--- config.mk ---
export PLATFORM = sky130hd
export DESIGN_NAME = digit_counter_chain
export DESIGN_NICKNAME = d
export VERILOG_FILES = /design/src/rtl/digit_counter_chain.sv
export SDC_FILE = /design/constraint.sdc
export NUM_CORES = 1
export LEC_CHECK = 0
export ABC_CLOCK_PERIOD_IN_PS = 6070
export BUFFER_PORTS_ARGS = -buffer_cell sky130_fd_sc_hd__buf_2
export CAP_MARGIN = 15
export CORE_UTILIZATION = 61
export DETAILED_ROUTE_END_ITERATION = 7
export PLACE_DENSITY = 0.9
export SLEW_MARGIN = 30
export SYNTH_ARGS = -nofsm -noshare
export SYNTH_HDL_FRONTEND = slang
export SYNTH_SLANG_ARGS = --single-unit
--- constraint.sdc ---
create_clock -name clk -period 6.07 [get_ports clk]
set_clock_uncertainty 0.05 [all_clocks]
set_input_delay 1.5175 -clock clk [delete_from_list [all_inputs] [get_ports clk]]
set_output_delay 1.5175 -clock clk [all_outputs]
set_load 0.005 [all_outputs]
--- src/rtl/digit_counter_chain.sv ---
// Cascade of NUM_DIGITS modulo counters sharing one prescaled tick, with set/run-up/run-down/pause control.
// Optional macro DIGIT_CHAIN_STOP_AT_ZERO_EN: down-count stops at all-zero and raises done.
module digit_counter_chain #(
  parameter int NUM_DIGITS = 6,
  parameter int DIGIT_W    = 4,
  parameter int TICK_DIV   = 50000000,
  parameter int PRESC_W    = 26
) (
  input  logic                          clk,
  input  logic                          reset,
  input  logic [1:0]                    mode,
  input  logic [NUM_DIGITS*DIGIT_W-1:0] max_vals,
  input  logic [NUM_DIGITS*DIGIT_W-1:0] set_vals,
  output logic [NUM_DIGITS*DIGIT_W-1:0] digits,
  output logic                          tick,
  output logic                          wrap,
  output logic                          running,
  output logic [PRESC_W-1:0]            presc_cnt
`ifdef DIGIT_CHAIN_STOP_AT_ZERO_EN
  ,
  output logic                          done
`endif
);

  typedef enum logic [1:0] {S_IDLE, S_SET, S_RUN} stateT;

  localparam logic [PRESC_W-1:0] TickLast = PRESC_W'(TICK_DIV - 1);

  stateT state, nextState;
  logic  dirDown, nextDir;
  logic  paused, nextPaused;

  logic                          stepNow;
  logic                          allZero;
  logic                          topWrap;
  logic                          stopHit;
  logic [NUM_DIGITS*DIGIT_W-1:0] stepDigits;
  logic [NUM_DIGITS*DIGIT_W-1:0] clampDigits;

  assign running = (state == S_RUN);
  assign stepNow = (state == S_RUN) && !paused && (presc_cnt == TickLast);

`ifdef DIGIT_CHAIN_STOP_AT_ZERO_EN
  assign stopHit = stepNow && dirDown && allZero;
`else
  assign stopHit = 1'b0;
`endif

  // Ripple carry/borrow: every digit's next value is resolved in the step cycle.
  always_comb begin : stepLogic
    logic                en;
    logic [DIGIT_W-1:0] cur;
    logic [DIGIT_W-1:0] mx;
    logic [DIGIT_W-1:0] sv;
    // NOTE: every comb output gets a default first so no path can infer a latch.
    en          = 1'b1;
    allZero     = 1'b1;
    topWrap     = 1'b0;
    stepDigits  = digits;
    clampDigits = '0;
    for (int i = 0; i < NUM_DIGITS; i++) begin
      cur = digits[i*DIGIT_W +: DIGIT_W];
      mx  = max_vals[i*DIGIT_W +: DIGIT_W];
      sv  = set_vals[i*DIGIT_W +: DIGIT_W];
      clampDigits[i*DIGIT_W +: DIGIT_W] = (sv < mx) ? sv : mx;
      if (cur != '0) allZero = 1'b0;
      if (en) begin
        if (!dirDown) stepDigits[i*DIGIT_W +: DIGIT_W] = (cur >= mx) ? '0 : cur + DIGIT_W'(1);
        else          stepDigits[i*DIGIT_W +: DIGIT_W] = (cur == '0) ? mx : cur - DIGIT_W'(1);
      end
      if (i == NUM_DIGITS - 1) topWrap = en && (dirDown ? (cur == '0) : (cur >= mx));
      en = en && (dirDown ? (cur == '0) : (cur == mx));
    end
  end

  always_comb begin
    nextState  = state;
    nextDir    = dirDown;
    nextPaused = 1'b0;
    case (state)
      S_IDLE: begin
        if (mode == 2'b01) nextState = S_SET;
        else if (mode[1]) begin
          nextState = S_RUN;
          nextDir   = mode[0];
        end
      end
      S_SET: begin
        if (mode == 2'b00) nextState = S_IDLE;
        else if (mode[1]) begin
          nextState = S_RUN;
          nextDir   = mode[0];
        end
      end
      S_RUN: begin
        if (mode == 2'b00)      nextState  = S_IDLE;
        else if (mode == 2'b01) nextPaused = 1'b1;
        else                    nextDir    = mode[0];
      end
      default: nextState = S_IDLE;
    endcase
    if (stopHit) begin
      nextState  = S_IDLE;
      nextPaused = 1'b0;
    end
  end

  // NOTE: sequential state uses non-blocking assignments so all registers update from pre-edge values.
  always_ff @(posedge clk) begin
    if (reset) begin
      state     <= S_IDLE;
      dirDown   <= 1'b0;
      paused    <= 1'b0;
      digits    <= '0;
      presc_cnt <= '0;
      tick      <= 1'b0;
      wrap      <= 1'b0;
`ifdef DIGIT_CHAIN_STOP_AT_ZERO_EN
      done      <= 1'b0;
`endif
    end else begin
      state   <= nextState;
      dirDown <= nextDir;
      paused  <= nextPaused;
      tick    <= 1'b0;
      wrap    <= 1'b0;
      case (state)
        S_SET: begin
          digits    <= clampDigits;
          presc_cnt <= '0;
        end
        S_RUN: begin
          if (stepNow) begin
            presc_cnt <= '0;
            tick      <= 1'b1;
            if (!stopHit) begin
              digits <= stepDigits;
              wrap   <= topWrap;
            end
          end else if (!paused) begin
            presc_cnt <= presc_cnt + PRESC_W'(1);
          end
        end
        default: ;
      endcase
`ifdef DIGIT_CHAIN_STOP_AT_ZERO_EN
      // Stop step forces S_IDLE, so the clear conditions below never coincide with it.
      if (stopHit) done <= 1'b1;
      if (state != S_SET && nextState == S_SET) done <= 1'b0;
      if (state != S_RUN && nextState == S_RUN && !nextDir) done <= 1'b0;
`endif
    end
  end

endmodule

==> impl_metrics.tcl, run 1 <==
set metrics [dict create \
    status "finished clean" \
    overflow 0 \
    worstReg2RegEnd "presc_cnt[3]" \
    cts_tree "built" \
    htree_levels 2 \
    nFillCells 637 \
    synthCells 636 \
    totalWireLength_um 13400 \
    use_met1_pct 39.6 \
    netSwitchingFraction_pct 39.1 \
    syn_to_final_growth_pct 13.0 \
    p_int_w 0.000732 \
    chipHeight_um 93.3 \
    rrSetupSlack_ns 3.07 \
    worstSetupEndpointType "register" \
    grt_pass1_vias 4971 \
    rows 32 \
    clkPwrFrac_pct 19.7 \
    clk_root_buffer_cell "clkbuf_8" \
    synth_seq_area_share_pct 22.0 \
    min_path_type "reg2reg" \
    die_w_um 93.3 \
    post_synth.cell_area_avg_um2 8.00 \
    drtIter0Drc 422 \
    io_pins 105 \
    slew_headroom_pct 45.7 \
    grt_pass1_wl_um 22400 \
    worstSetupStartpointType "primary input" \
    cts_inserted_buffers 5 \
    die_area_um2 8710 \
    setup_tns_ns 0 \
    clk-insertion-delay-late_ns 0.30 \
    rsz0062_at_grt "no" \
    critPathMaxFanout 8 \
    final-hold-violation-count 0 \
    dp_hpwl_um 10200 \
    dp_cells 820 \
    rr_startpoint "presc_cnt[15]" \
    hold_depth 2 \
    clock_sinks 56 \
    max_freq_mhz 268 \
    reg2reg_depth 6 \
    core_um2 7890 \
    worstMarginPinSlew_ns 0.806 \
    p_per_area_nw_per_um2 209 \
    pwr-share-comb_pct 42.8 \
    final_cell_count_no_fill 826 \
    critPathKind "in2reg" \
    post-cts-setup-buffers 0 \
    wl_per_cell_um 16.3 \
    ant_nets 0 \
    hold_path_startpoint "state[0]" \
    p_seq_share_pct 37.5 \
    synth-main-ff-cell "dfxtp_1" \
    yosysWarnings 0 \
    leakage_nw 2.60 \
    critPathArrivalTime_ns 3.92 \
    cts_buffer_depth 2 \
    port_buffers 104 \
    fin_crit_sh_pct 61.5 \
    finalMaxSlewViolations 0 \
    grt_most_used_layer "met2" \
    cts.repair.resized 0 \
    grt_usage_pct 31.3 \
    min_period_ns 3.73 \
    grt_use_met2_pct 55.9 \
    clk_pin_slew_ns 0.10 \
    dr.pass1.iters 6 \
    drive_above_1_share_pct 18.8 \
    ctsHoldBuffers 0 \
    antenna_cells 0 \
    via_per_inst 6.32 \
    drc 0 \
    antenna_found_initial 0 \
    setup_violations 0 \
    async_flop_share_pct 0 \
    cp.required_ns 6.26 \
    dr_total_vias 5220 \
    hold_end "state[0]" \
    vdd_ir_drop_max_mv 0.106 \
    ys_ff_latch 56 \
    syn_nets 751 \
    maxCapViolations 0 \
    holdWs_ns 0.495 \
    grt_max_degree 43 \
    globalplace.congestion 0.913 \
    p_switching_w 0.000469 \
    synth_cell_types 66 \
    ff_latch_area_um2 1120 \
    syn-cell-area_um2 5090 \
    multi_input_area_um2 3690 \
    fin_nets 840 \
    initial_core_util_pct 64.5 \
    synth_edf_count 0 \
    use_met3_pct 3.82 \
]
## synthesized netlist by cell type, drive strengths merged (4+ instances only)
cell type | count | area, um2
a2111oi | 6 | 71.3
a211o | 6 | 52.6
a211oi | 10 | 75.1
a21oi | 44 | 220
a221oi | 11 | 96.3
a31oi | 4 | 31.3
and3 | 8 | 50.1
and4 | 7 | 61.3
buf | 9 | 43.8
clkbuf | 15 | 56.3
dfxtp | 56 | 1120
ha | 63 | 788
inv | 47 | 176
mux2 | 11 | 124
mux2i | 13 | 130
nand2 | 38 | 143
nand2b | 8 | 50.1
nand3 | 24 | 120
nand4 | 15 | 93.8
nor2 | 58 | 218
nor2b | 4 | 25.0
nor3 | 22 | 110
nor3b | 6 | 78.8
nor4 | 7 | 43.8
o211ai | 6 | 45.0
o21a | 4 | 30.0
o21ai | 32 | 160
o221ai | 4 | 35.0
o31ai | 14 | 119
o41ai | 6 | 52.6
or2 | 5 | 31.3
xnor2 | 9 | 78.8
xor2 | 25 | 219
## placed cells by master (no fill, tap or decap), drive strengths merged, types with 5 or more instances in the layout
master / n
inv: 47
o21ai: 32
a211o: 6
clkbuf: 5
nand2: 38
xor2: 25
nand2b: 8
nor4: 7
xnor2: 9
a221oi: 11
or2: 5
a21oi: 44
o211ai: 6
nor3b: 6
and3: 8
nor2: 58
a211oi: 10
nand3: 24
and4: 7
o31ai: 14
nand4: 15
buf: 106
nor3: 22
mux2: 11
dfxtp: 56
mux2i: 13
ha: 63
o41ai: 6
a2111oi: 6
## state kept, by name, indices dropped and copies added (netlist names)
| register | flops |
|---|---|
| state | 2 |
| tick | 1 |
| dirDown | 1 |
| digits | 24 |
| wrap | 1 |
| presc_cnt | 26 |
| paused | 1 |
## per-stage QoR
stage	worst slack [ns]	total power (W)	cell area (um2)	utilization [%]
after CTS	2.36	0.00119	5750	72.9
after floorplan	2.38	0.000817	5090	-
after detailed placement	2.06	0.000960	5650	71.6
final	2.34	0.00120	5750	72.9
after global routing	2.16	0.00129	5750	72.9
after global placement	2.12	0.000934	5650	71.6
## final cells by class
type                            count  share of cell area, %
Multi-Input combinational cell    509                   64.2
Sequential cell                    56                   19.5
Timing Repair Buffer              106                   9.32
Inverter                           47                   3.07
Tap cell                          102                   2.22
Clock buffer                        5                   1.20
Clock inverter                      1                  0.522
## power by group through the flow
stage	sequential [W]	combinational [W]	clock (W)
after global routing	0.000456	0.000577	0.000253
after global placement	0.000455	0.000479	0
final	0.000451	0.000514	0.000236
after detailed placement	0.000457	0.000504	0
after CTS	0.000448	0.000507	0.000235
after floorplan	0.000437	0.000380	0
## worst max path at each step
| stage | endpoint | depth (start not counted) | start | slack, ns |
|---|---|---|---|---|
| 6_report | digits[19] | 9 | max_vals[3] | 2.34 |
| 5_1_grt | digits[18] | 9 | max_vals[3] | 2.16 |
| 4_1_cts | digits[19] | 9 | max_vals[3] | 2.36 |
| 3_5_place_dp | digits[19] | 9 | max_vals[3] | 2.06 |
| 3_3_place_gp | digits[19] | 9 | max_vals[3] | 2.12 |
| 2_1_floorplan | digits[19] | 8 | max_vals[3] | 2.38 |
## routing by layer
layer | vias to the layer above | part of all wire [%]
met5 | - | 0
met4 | 0 | 1.1
met3 | 19 | 5.2
met2 | 197 | 49
met1 | 2455 | 44
li1 | 2549 | -
## critical path, cell delays in order
cell and delay [ns]:
buf_2 0.09, inv_1 0.07, ha_1 0.33, nand4_1 0.14, or4_1 0.58, a2111oi_4 0.40, a31oi_2 0.23, or3_1 0.42
a21oi_1 0.14
## kinds of logic after synthesis
kind of cell	after synthesis	share of synthesized area, %
buffers and inverters	71	5.44
AOI/OAI and AO/OA	170	23.3
adders and majority gates	63	15.5
DFF	56	22.0
and+or+nand+nor	218	22.9
xor gates and xnor gates	34	5.85
muxes	24	4.99
(Power assumes the default switching activity.)
==> inputs of run 2 (changes only) <==
--- a/config.mk
+++ b/config.mk
@@ -5,12 +5,12 @@
 export SDC_FILE = /design/constraint.sdc
 export NUM_CORES = 1
 export LEC_CHECK = 0
-export ABC_CLOCK_PERIOD_IN_PS = 6070
+export ABC_CLOCK_PERIOD_IN_PS = 3800
 export BUFFER_PORTS_ARGS = -buffer_cell sky130_fd_sc_hd__buf_2
 export CAP_MARGIN = 15
-export CORE_UTILIZATION = 61
+export CORE_UTILIZATION = 56
 export DETAILED_ROUTE_END_ITERATION = 7
-export PLACE_DENSITY = 0.9
+export PLACE_DENSITY = 0.83
 export SLEW_MARGIN = 30
 export SYNTH_ARGS = -nofsm -noshare
 export SYNTH_HDL_FRONTEND = slang
==> constraint.sdc (replaced) <==
create_clock -name clk -period 3.8 [get_ports clk]
set_clock_uncertainty 0.05 [all_clocks]
set_input_delay 0.95 -clock clk [delete_from_list [all_inputs] [get_ports clk]]
set_output_delay 0.95 -clock clk [all_outputs]
set_load 0.005 [all_outputs]
==> impl_metrics.tcl, run 2 (synthesis results as in run 1) <==
set metrics [dict create \
    maxCapViolations 0 \
    rsz0062_at_grt "no" \
    p_int_w 0.00119 \
    clk_pin_slew_ns 0.10 \
    dp_hpwl_um 10100 \
    rows 34 \
    cts_tree "built" \
    grt_pass1_vias 4851 \
    critPathSlowestCell "or4_1" \
    placed_area_um2 5660 \
    ant_nets 0 \
    antenna_found_initial 0 \
    leakage_nw 2.61 \
    vdd_ir_drop_max_mv 0.198 \
    grt_usage_pct 27.9 \
    port_buffers 104 \
    final_cell_mix "buf_2, ha_1, nor2_1, dfxtp_1, inv_1" \
    antenna_cells 0 \
    die_area_um2 9470 \
    syn_to_final_growth_pct 13.8 \
    setup_tns_ns 0 \
    post-cts-setup-buffers 0 \
    p_switching_w 0.000747 \
    clk_root_buffer_cell "clkbuf_8" \
    overflow 0 \
    nFillCells 735 \
    totalWireLength_um 13300 \
    slew_headroom_pct 48.2 \
    final-hold-violation-count 0 \
    critPathKind "in2reg" \
    largest-register "presc_cnt" \
    chipHeight_um 97.3 \
    die_w_um 97.3 \
    fin_area_um2 5790 \
    grt_max_degree 38 \
    path_cells "buf_2 -> inv_1 -> ha_1 -> nand4_1 -> or4_1 -> a2111oi_4 -> a31oi_2 -> or3_1 -> a21oi_1" \
    critical_path_buf_inv_count 2 \
    htree_levels 2 \
    grt_pass1_wl_um 22400 \
    initial_core_util_pct 58.0 \
    globalplace.congestion 0.858 \
    final_common_cell "buf_2" \
    via_per_inst 6.11 \
    min_path_type "reg2reg" \
    cp.required_ns 3.99 \
    drtIter0Drc 249 \
    cpPeakStageDelay_ns 0.58 \
    cts_inserted_buffers 5 \
    clk-insertion-delay-late_ns 0.31 \
    fin_crit_sh_pct 82.6 \
    finalMaxSlewViolations 0 \
    status "finished clean" \
    netSwitchingFraction_pct 38.5 \
    p_seq_share_pct 37.1 \
    largest_reg_flops 26 \
    fin_nets 841 \
    io_pins 105 \
    p_per_area_nw_per_um2 336 \
    worstSetupStartpointType "primary input" \
    path_delay_family "simple AND/OR/NAND/NOR gates" \
    clock_sinks 56 \
    critPathArrivalTime_ns 3.33 \
    worstMarginPinSlew_ns 0.775 \
    max_freq_mhz 319 \
    min_period_ns 3.14 \
    pwr-share-comb_pct 41.7 \
    drc 0 \
    dr.pass1.iters 5 \
    drive_above_1_share_pct 19.1 \
    core_um2 8760 \
    wl_per_cell_um 15.9 \
    cts.repair.resized 0 \
    ctsHoldBuffers 0 \
    critPathMaxFanout 8 \
    dr_total_vias 5104 \
    holdWs_ns 0.489 \
    setup_violations 0 \
    worstSetupEndpointType "register" \
    largestRegisters "presc_cnt: 26 flops, digits: 24 flops, state: 2 flops" \
    clkPwrFrac_pct 21.2 \
    cts_buffer_depth 2 \
]
## run 2: cell types whose count changed in the layout (fill, tap and decap cells not counted), sizes merged
| cell | before | now |
|---|---|---|
| buf | 106 | 107 |
| clkbuf | 5 | 6 |
| clkinv | 0 | 1 |
## run 2: through the flow
stage	util (%)	total power, W	instances	worst slack, ns
2_1_floorplan	-	0.00131	636	0.681
3_3_place_gp	64.6	0.00150	827	0.424
5_1_grt	66.0	0.00209	835	0.547
6_report	66.0	0.00194	835	0.663
4_1_cts	66.0	0.00194	835	0.689
3_5_place_dp	64.6	0.00153	827	0.383
## run 2: area by class of cell
| class | instances | area [um2] | share of cell area, % |
|---|---|---|---|
| clock inverter | 2 | 38.8 | 0.670 |
| inverter | 47 | 176 | 3.05 |
| tap | 108 | 135 | 2.34 |
| timing repair buffer | 107 | 543 | 9.39 |
| clock buffer | 6 | 82.6 | 1.43 |
| multi-input combinational | 509 | 3690 | 63.8 |
| sequential | 56 | 1120 | 19.4 |
## run 2: power groups by stage
stage	registers (W)	logic (W)	clock network, W
floorplan	0.000699	0.000607	0
global placement	0.000728	0.000771	0
detailed placement	0.000732	0.000799	0
CTS	0.000719	0.000803	0.000417
global route	0.000730	0.000910	0.000447
finish	0.000721	0.000810	0.000411
## run 2: worst min-delay path: cells and delay by family (launching register included)
family	cells	cell delay, ns
compound gates	2	0.14
flops	1	0.36
## run 2: final timing paths
| kind | from | end | slack (ns) | cells past startpoint |
|---|---|---|---|---|
| setup reg to reg | digits[4] | digits[19] | 0.89 | 8 |
| setup / recovery | max_vals[3] | digits[19] | 0.66 | 9 |
| hold / removal | state[0] | state[0] | 0.49 | 2 |
| hold reg to reg | state[0] | state[0] | 0.49 | 2 |
## run 2: per-layer routing
metal | share of wire, % | GRT usage [%]
met2 | 49 | 49.7
met4 | 1.4 | 7.35
met3 | 6.0 | 4.39
met5 | 0 | 0
met1 | 44 | 34.7
